<file path="config.mk">
export PLATFORM = sky130hd
export DESIGN_NAME = pipeline_hazard_controller
export DESIGN_NICKNAME = d
export VERILOG_FILES = /design/src/rtl/hazard_pkg.sv /design/src/rtl/pipeline_hazard_controller_sat_counter.sv /design/src/rtl/pipeline_hazard_controller.sv
export SDC_FILE = /design/constraint.sdc
export NUM_CORES = 1
export LEC_CHECK = 0
export ABC_CLOCK_PERIOD_IN_PS = 3400
export CORE_ASPECT_RATIO = 0.9
export CORE_MARGIN = 2
export CORE_UTILIZATION = 31
export CTS_CLUSTER_DIAMETER = 80
export DETAILED_ROUTE_END_ITERATION = 8
export MAX_ROUTING_LAYER = met4
export PLACE_DENSITY = 0.54
export SLEW_MARGIN = 20
export SYNTH_ARGS = -nofsm -noshare
export SYNTH_HDL_FRONTEND = slang
export SYNTH_SLANG_ARGS = --single-unit
</file>
<file path="constraint.sdc">
create_clock -name clock -period 3.4 [get_ports clock]
set_input_delay 0.68 -clock clock [delete_from_list [all_inputs] [get_ports clock]]
set_output_delay 0.68 -clock clock [all_outputs]
set_load 0.01 [all_outputs]
</file>
<file path="src/rtl/hazard_pkg.sv">
// Shared types and defaults for the pipeline hazard controller.
// The state enum doubles as the state_o encoding.
package hazard_pkg;

   localparam int DEF_MEM_TIMEOUT = 255;
   localparam int DEF_CNT_W       = 16;

   typedef enum logic [1:0] {
      RUN        = 2'd0,
      LOAD_STALL = 2'd1,
      MEM_WAIT   = 2'd2
   } hz_state_e;

endpackage

</file>
<file path="src/rtl/pipeline_hazard_controller_sat_counter.sv">
// Saturating up-counter with asynchronous clear; holds at all-ones.
module sat_counter #(
   parameter int WIDTH = 16
) (
   input  logic             clock,
   input  logic             async_reset,
   input  logic             inc,
   output logic [WIDTH-1:0] count
);

   always_ff @(posedge clock or negedge async_reset) begin
      if (!async_reset) begin
         count <= '0;
      end else if (inc && (count != '1)) begin
         count <= count + WIDTH'(1);
      end
   end

endmodule

</file>
<file path="src/rtl/pipeline_hazard_controller.sv">
// Stall/flush controller for a five-stage pipeline: load-use bubbles,
// taken-branch flushes, data-memory wait stalls with a sticky timeout.
//
// state      | meaning
// RUN        | normal flow, load-use hazards are checked
// LOAD_STALL | one bubble already inserted, load-use ignored this cycle
// MEM_WAIT   | data memory not ready, whole pipe frozen, wait_cnt running
module pipeline_hazard_controller
   import hazard_pkg::*;
#(
   parameter int MEM_TIMEOUT = DEF_MEM_TIMEOUT,
   parameter int CNT_W       = DEF_CNT_W
) (
   input  logic             clock,
   input  logic             async_reset,
   input  logic [4:0]       rs1_D,
   input  logic [4:0]       rs2_D,
   input  logic [4:0]       rd_E,
   input  logic             mem_read_E,
   input  logic             reg_write_E,
   input  logic             branch_taken_E,
   input  logic             mem_req_M,
   input  logic             mem_ready_M,
   output logic             enable_F,
   output logic             enable_D,
   output logic             enable_E,
   output logic             enable_M,
   output logic             enable_W,
   output logic             sync_reset_D,
   output logic             sync_reset_E,
   output logic [1:0]       state_o,
   output logic             timeout_err,
   output logic [CNT_W-1:0] stall_cycles,
   output logic [CNT_W-1:0] flush_count
);

   localparam int WAIT_W = (MEM_TIMEOUT < 2) ? 1 : $clog2(MEM_TIMEOUT + 1);
   localparam logic [WAIT_W-1:0] WAIT_MAX = WAIT_W'(MEM_TIMEOUT);

   hz_state_e         state;
   hz_state_e         state_nxt;
   logic [WAIT_W-1:0] wait_cnt;
   logic [WAIT_W-1:0] wait_nxt;
   logic              timeout_q;
   logic              load_use;
   logic              mem_stall;
   logic              flush_evt;

   assign load_use  = mem_read_E & reg_write_E & (rd_E != 5'd0) &
                      ((rd_E == rs1_D) | (rd_E == rs2_D));
   assign mem_stall = mem_req_M & ~mem_ready_M;

   always_ff @(posedge clock or negedge async_reset) begin
      if (!async_reset) begin
         state     <= RUN;
         wait_cnt  <= '0;
         timeout_q <= 1'b0;
      end else begin
         state    <= state_nxt;
         wait_cnt <= wait_nxt;
         if ((state_nxt == MEM_WAIT) && (wait_nxt == WAIT_MAX)) begin
            timeout_q <= 1'b1;
         end
      end
   end

   // Priority: memory stall freezes everything, then branch flush, then load-use.
   always_comb begin
      state_nxt    = RUN;
      enable_F     = 1'b1;
      enable_D     = 1'b1;
      enable_E     = 1'b1;
      enable_M     = 1'b1;
      enable_W     = 1'b1;
      sync_reset_D = 1'b1;
      sync_reset_E = 1'b1;
      flush_evt    = 1'b0;

      if (mem_stall) begin
         enable_F  = 1'b0;
         enable_D  = 1'b0;
         enable_E  = 1'b0;
         enable_M  = 1'b0;
         enable_W  = 1'b0;
         state_nxt = MEM_WAIT;
      end else if (branch_taken_E) begin
         sync_reset_D = 1'b0;
         sync_reset_E = 1'b0;
         flush_evt    = 1'b1;
      end else if (load_use && (state != LOAD_STALL)) begin
         enable_F     = 1'b0;
         enable_D     = 1'b0;
         sync_reset_E = 1'b0;
         state_nxt    = LOAD_STALL;
      end

      // Outputs are combinational, so reset must force them directly.
      if (!async_reset) begin
         enable_F     = 1'b0;
         enable_D     = 1'b0;
         enable_E     = 1'b0;
         enable_M     = 1'b0;
         enable_W     = 1'b0;
         sync_reset_D = 1'b0;
         sync_reset_E = 1'b0;
         flush_evt    = 1'b0;
         state_nxt    = RUN;
      end
   end

   always_comb begin
      wait_nxt = '0;
      if (state_nxt == MEM_WAIT) begin
         if (state != MEM_WAIT) begin
            wait_nxt = WAIT_W'(1);
         end else if (wait_cnt == WAIT_MAX) begin
            wait_nxt = wait_cnt;
         end else begin
            wait_nxt = wait_cnt + WAIT_W'(1);
         end
      end
   end

   assign state_o     = state;
   assign timeout_err = timeout_q;

   sat_counter #(.WIDTH(CNT_W)) u_stall_cnt (
      .clock       (clock),
      .async_reset (async_reset),
      .inc         (~enable_F),
      .count       (stall_cycles)
   );

   sat_counter #(.WIDTH(CNT_W)) u_flush_cnt (
      .clock       (clock),
      .async_reset (async_reset),
      .inc         (flush_evt),
      .count       (flush_count)
   );

endmodule

</file>
==> summary.txt <==
Outcome
  • Status: finished, final reports clean

Drt
  • Drt pass-1 iters: 4
  • Average wire per standard cell: 13.2 um
  • Via-to-Cell Ratio: 4.63
  • Routed Wire Length: 5060 um
  • Iteration-0 DRC Markers: 56
  • DRC viols: 0
  • Vias post-DR: 1,774
  • Post-route ant nets: 0

Synth
  • Syn nets: 242
  • EDFF count, synth: 0
  • Number of distinct library cells after synthesis: 41
  • Post-synth top area cell: dfrtp_1
  • Synth Area in Compound Gates: 5.47%
  • Synth Instances: 217
  • Post-synthesis adder-cell area fraction: 1.66%
  • Commonest cells post-synth: dfrtp_1, xor2_1, nand2_1, nor2_1, nand3_1
  • Ys flop type: dfrtp_1
  • Post-Syn Area: 2260 um2
  • Share of the synthesized area in the top cell type: 47.5%
  • Sequential area share after synthesis: 47.5%
  • Mux contribution to synthesized area: 2.43%
  • Post-synthesis simple-gate area fraction: 25.1%
  • Post-synth ARST share: 100%
  • Synth Register Bits: 43
  • Synthesized area per cell: 10.4 um2
  • Top cells by area in the synthesized netlist: dfrtp_1, xor2_1, xnor2_1
  • Main combinational cell family by area after synthesis: simple AND/OR/NAND/NOR gates
  • Synthesis warning total: 0
  • XOR/XNOR share of the synthesized area: 15.1%
  • Count leader, synth: dfrtp_1

Timing
  • Final hold viol count: 0
  • Hold Slack: 0.236 ns
  • Minimum clock period: 2.99 ns
  • Final setup vio count: 0
  • Period Utilization, post-route: 87.8%
  • Fin. max-slew vios: 0
  • F_max: 335 MHz
  • Rel. slew slack: 55.7%
  • Clock Skew: 0.00652 ns
  • Worst-margin pin slew: 0.659 ns
  • RSZ-0062 raised after global routing: no

Clocking
  • Clock sink count: 43
  • Num CTS Buffers: 5
  • Post-CTS Setup Bufs: 0
  • Htree depth: 2
  • Clock tree buffer depth: 2
  • Worst-path clk slew: 0.08 ns
  • Clk Latency, worst-skew pair: 0.29 ns
  • Clock root buffer master: clkbuf_8
  • CTS tree: yes

Worst setup path
  • CP endpoint kind: output port
  • CP Launch Type: input pin
  • CP max stage cell: or4_1
  • Worst path max stage delay: 0.55 ns
  • Critical path buffers and inverters: 3
  • CP required: 2.72 ns
  • Arrival @ worst endpoint: 2.31 ns
  • Max Fanout on Critical Path: 3
  • CP startpoint: rd_E[1]
  • Critical-path cell list: clkdlybuf4s50_1, or4_1, o2111ai_2, buf_4, o31a_4, dlymetal6s2s_1
  • R2r startpoint: state_o[0]
  • Crit path kind: input pin to output port
  • Top Family by Delay on Critical Path: buffers and inverters

Die
  • Initial core utilization: 32.0%
  • Die Ht: 85.1 um
  • Ports: 64
  • Die W: 94.1 um
  • Core area: 7080 um2
  • Row count: 29
  • Die area: 8000 um2

Placed design
  • Post-DP HPWL: 3750 um
  • IO Port Bufs: 63
  • Routability Congestion: 0.800
  • Placed cell count: 376

Flow run
  • Max cap viols: 0

Pwr
  • Sequential Power Share: 47.5%
  • Sw frac: 30.8%
  • Leak: 1.31 nW
  • Internal: 1.03 mW
  • Switching power: 0.457 mW
  • Clk pwr share: 22.1%
  • Logic pwr share: 30.4%
  • Worst VDD drop: 0.332 mV
  • Pwr Density: 474 nW/um2

Layout
  • Ant diodes: 0
  • Fin cells: 383
  • Area growth, synth to finish: 38.4%
  • Fin util: 44.3%
  • Layout cells sized above 1: 11.0%
  • Final net count: 315

GRT
  • Vias in the first global route: 1,715
  • Initial antenna violation count: 0
  • Total gr overflow: 0
  • All-Layer GR Usage: 13.4%
  • Largest net degree at the start of global routing: 38
  • Global-route wire length before repair: 8320 um

Min path
  • Hold Crit Class: input pin to asynchronous set/reset pin
## repair_timing
item / CTS / global route
cloned: 0 / 0
pin swaps: 0 / 0
hold buffers: 0 / 0
endpoints found under the setup margin: 2 / 3
resized for setup: 1 / 3
## worst paths after layout
path,end,slack [ns],cells after the start
worst min-delay path,timeout_err,0.24,1
worst max-delay path,enable_F,0.41,6
worst max register to register,u_stall_cnt.count[14],1.28,7
worst min register to register,timeout_err,0.49,1
max in group asynchronous,u_flush_cnt.count[5],2.43,2
min in group clock,timeout_err,0.49,1
## registers in the layout, indices dropped and copies added, names as in the netlist
signal and flops:
u_flush_cnt.count 16, state_o 2, wait_cnt 8, timeout_err 1, u_stall_cnt.count 16
## power by group through the flow
| stage | clock network (mW) | logic (mW) | registers [mW] |
|---|---|---|---|
| final | 0.328 | 0.450 | 0.705 |
| after global routing | 0.370 | 0.492 | 0.722 |
| after CTS | 0.346 | 0.459 | 0.707 |
| after detailed placement | 0 | 0.455 | 0.714 |
| after global placement | 0 | 0.452 | 0.718 |
| after floorplan | 0 | 0.165 | 0.738 |
## cells by family (layout without fill, tap and decap cells)
kind of cell | after synthesis | after routing
xor gates and xnor gates | 39 | 39
and+or+nand+nor | 99 | 99
muxes | 5 | 5
buffers and inverters | 11 | 84
AOI/OAI and AO/OA | 17 | 17
adders and majority gates | 3 | 3
DFF | 43 | 43
## metal layers
metal	up-vias	wire, um	track usage, %
li1	904	-	-
met1	824	2500	18.8
met2	44	2210	19.5
met3	2	305	3.11
met4	0	41	3.95
met5	-	0	-
## layout make-up
cell class / count / area (um2)
clock buffers: 6 / 82.6
well taps: 93 / 116
clock inverters: 1 / 5.00
repair buffers: 72 / 701
fillers: 693 / 3940
flip-flops and latches: 43 / 1080
multi-input cells: 163 / 1130
inverters: 5 / 18.8
## layout by cell type (no fill, tap or decap), types with 3 or more instances in the layout
cell              n
clkdlybuf4s50_1  59
dfrtp_1          43
xor2_1           27
nand2_1          19
nor2_1           19
nand3_1          13
xnor2_1          12
buf_4             9
nor3_1            8
clkbuf_8          6
inv_1             5
a21oi_1           5
nor4_2            5
nand2b_1          4
and3_1            4
o21ai_0           4
nand4_1           4
nor4b_1           4
nor4_1            3
nor3b_1           3
ha_1              3
dlymetal6s2s_1    3
## through the flow
step | setup WS (ns) | area, um2 | power (mW) | setup TNS (ns)
after global routing | 0.339 | 3130 | 1.58 | 0
after floorplan | 0.779 | 2260 | 0.903 | 0
final | 0.414 | 3130 | 1.48 | 0
after CTS | 0.0149 | 3120 | 1.51 | 0
after detailed placement | -0.00473 | 3030 | 1.17 | -0.00898
after global placement | -0.0315 | 3030 | 1.17 | -0.0598
(Power assumes the default switching activity.)
==> RTL edit: new RTL, same flow settings <==
`DEF_CNT_W`: 16 -> 32.
--- a/src/rtl/hazard_pkg.sv
+++ b/src/rtl/hazard_pkg.sv
@@ -3,7 +3,7 @@
 package hazard_pkg;
 
    localparam int DEF_MEM_TIMEOUT = 255;
-   localparam int DEF_CNT_W       = 16;
+   localparam int DEF_CNT_W       = 32;
 
    typedef enum logic [1:0] {
       RUN        = 2'd0,
Ports: changed (resized flush_count and stall_cycles); port bits go from 64 to 96. No check against the original RTL was run, so the function may have changed too.
==> RTL edit against the unedited design <==
Setup slack got worse by 0.26 ns; power increased by 77%; routed wire length increased by 83%; count of clock-buffer cells in the layout increased by 6; synthesized area increased by 69%; largest cell class is now sequential cells; global-route usage increased by 1.7 points; cell area increased by 70%; critical path type unchanged; sequential cell count increased by 32; clock power increased to 3.0 times the old value.
==> RTL edit: results (changes against the unedited design) <==
[finish]
final-clk-cell-share = 0.0590  ; +0.0311
fillers = 1204  ; +74%
layout-drive-gt1-share = 0.0860  ; -0.0244
reg_top3 = u_flush_cnt.count: 32 flops, u_stall_cnt.count: 32 flops, wait_cnt: 8 flops
final.clkbuf_count = 12  ; +6
inverters = 10  ; +5
buffer_area_frac = 0.195  ; -0.0290
fin_nets = 497  ; +58%

[timing]
clock-skew-final_ns = 0.00540  ; -0.00112 ns
period_share = 0.954  ; +0.0759
whs_ns = 0.143  ; -0.0936 ns

[power_and_ir_drop]
ir_worst_vdd_mv = 0.322  ; -3.2%
power.density_nw_per_um2 = 492  ; +3.9%

[clocking]
root_buffer = clkbuf_16
insertion_delay_ns = 0.33  ; +0.04 ns
cts.clk_slew.worst_paths_ns = 0.05  ; -0.03 ns
htree_levels = 3  ; +1

[drt]
drt_iter0_markers = 154  ; +180%
wl_um = 9270  ; +83%

[worst_setup_path]
reg2reg_from = u_stall_cnt.count[0]$_DFFE_PN0P_
r2r_end = u_stall_cnt.count[19]$_DFFE_PN0P_
reg2reg_slack_ns = 1.15  ; -0.13 ns
slowest_stage = or4_4

[synthesis]
synth_cell_types = 47  ; +15%
synth_seq_cells = 75  ; +74%
seq_area_frac_synth = 0.490  ; +0.0145
netlist_instances = 363  ; +67%

[global_routing]
grt_max_degree = 48  ; +26%
grt_pass1_wl_um = 15200  ; +82%
grt_pass1_vias = 2942  ; +72%
grt_usage = 0.151  ; +0.0167

[place]
dpl.hpwl_um = 6840  ; +82%
gp_congestion = 0.820  ; +2.5%
place_ws_ns = -0.0357  ; -0.0309 ns
placed_area_um2 = 5000  ; +65%
port_buffers = 95  ; +51%

[floorplanning]
rows = 38  ; +31%

[outcome]
outcome = complete, no violations

==> RTL edit: cells by family after synthesis <==
logic type	share of synthesized area
AOI/OAI and AO/OA	0.0532
xor gates and xnor gates	0.171
adders and majority gates	0.00980
buffers and inverters	0.0265
DFF	0.490
muxes	0.00555
and+or+nand+nor	0.244
==> RTL edit: timing repair <==
item	CTS	global route
endpoints found under the hold margin	0	0
hold buffers	0	0
pin swaps	1	0
setup buffers	1	0
resized for setup	2	2
endpoints found under the setup margin	3	1
==> RTL edit: power by group <==
part,internal (W),switching [W]
Combinational,0.000289,0.000219
Sequential,0.000988,0.000130
Clock,0.000626,0.000368
==> RTL edit: routing by layer <==
layer	up-vias	GRT usage	wire, um
met5	-	-	0
met4	0	0.0443	80
met3	9	0.0420	358
met2	61	0.228	4350
met1	1495	0.199	4480
li1	1492	-	-
==> RTL edit: critical path, delay by kind of cell <==
kind            cells  cell delay (ns)
simple gates        1             0.56
buf+inv             3             0.89
compound gates      2             0.43
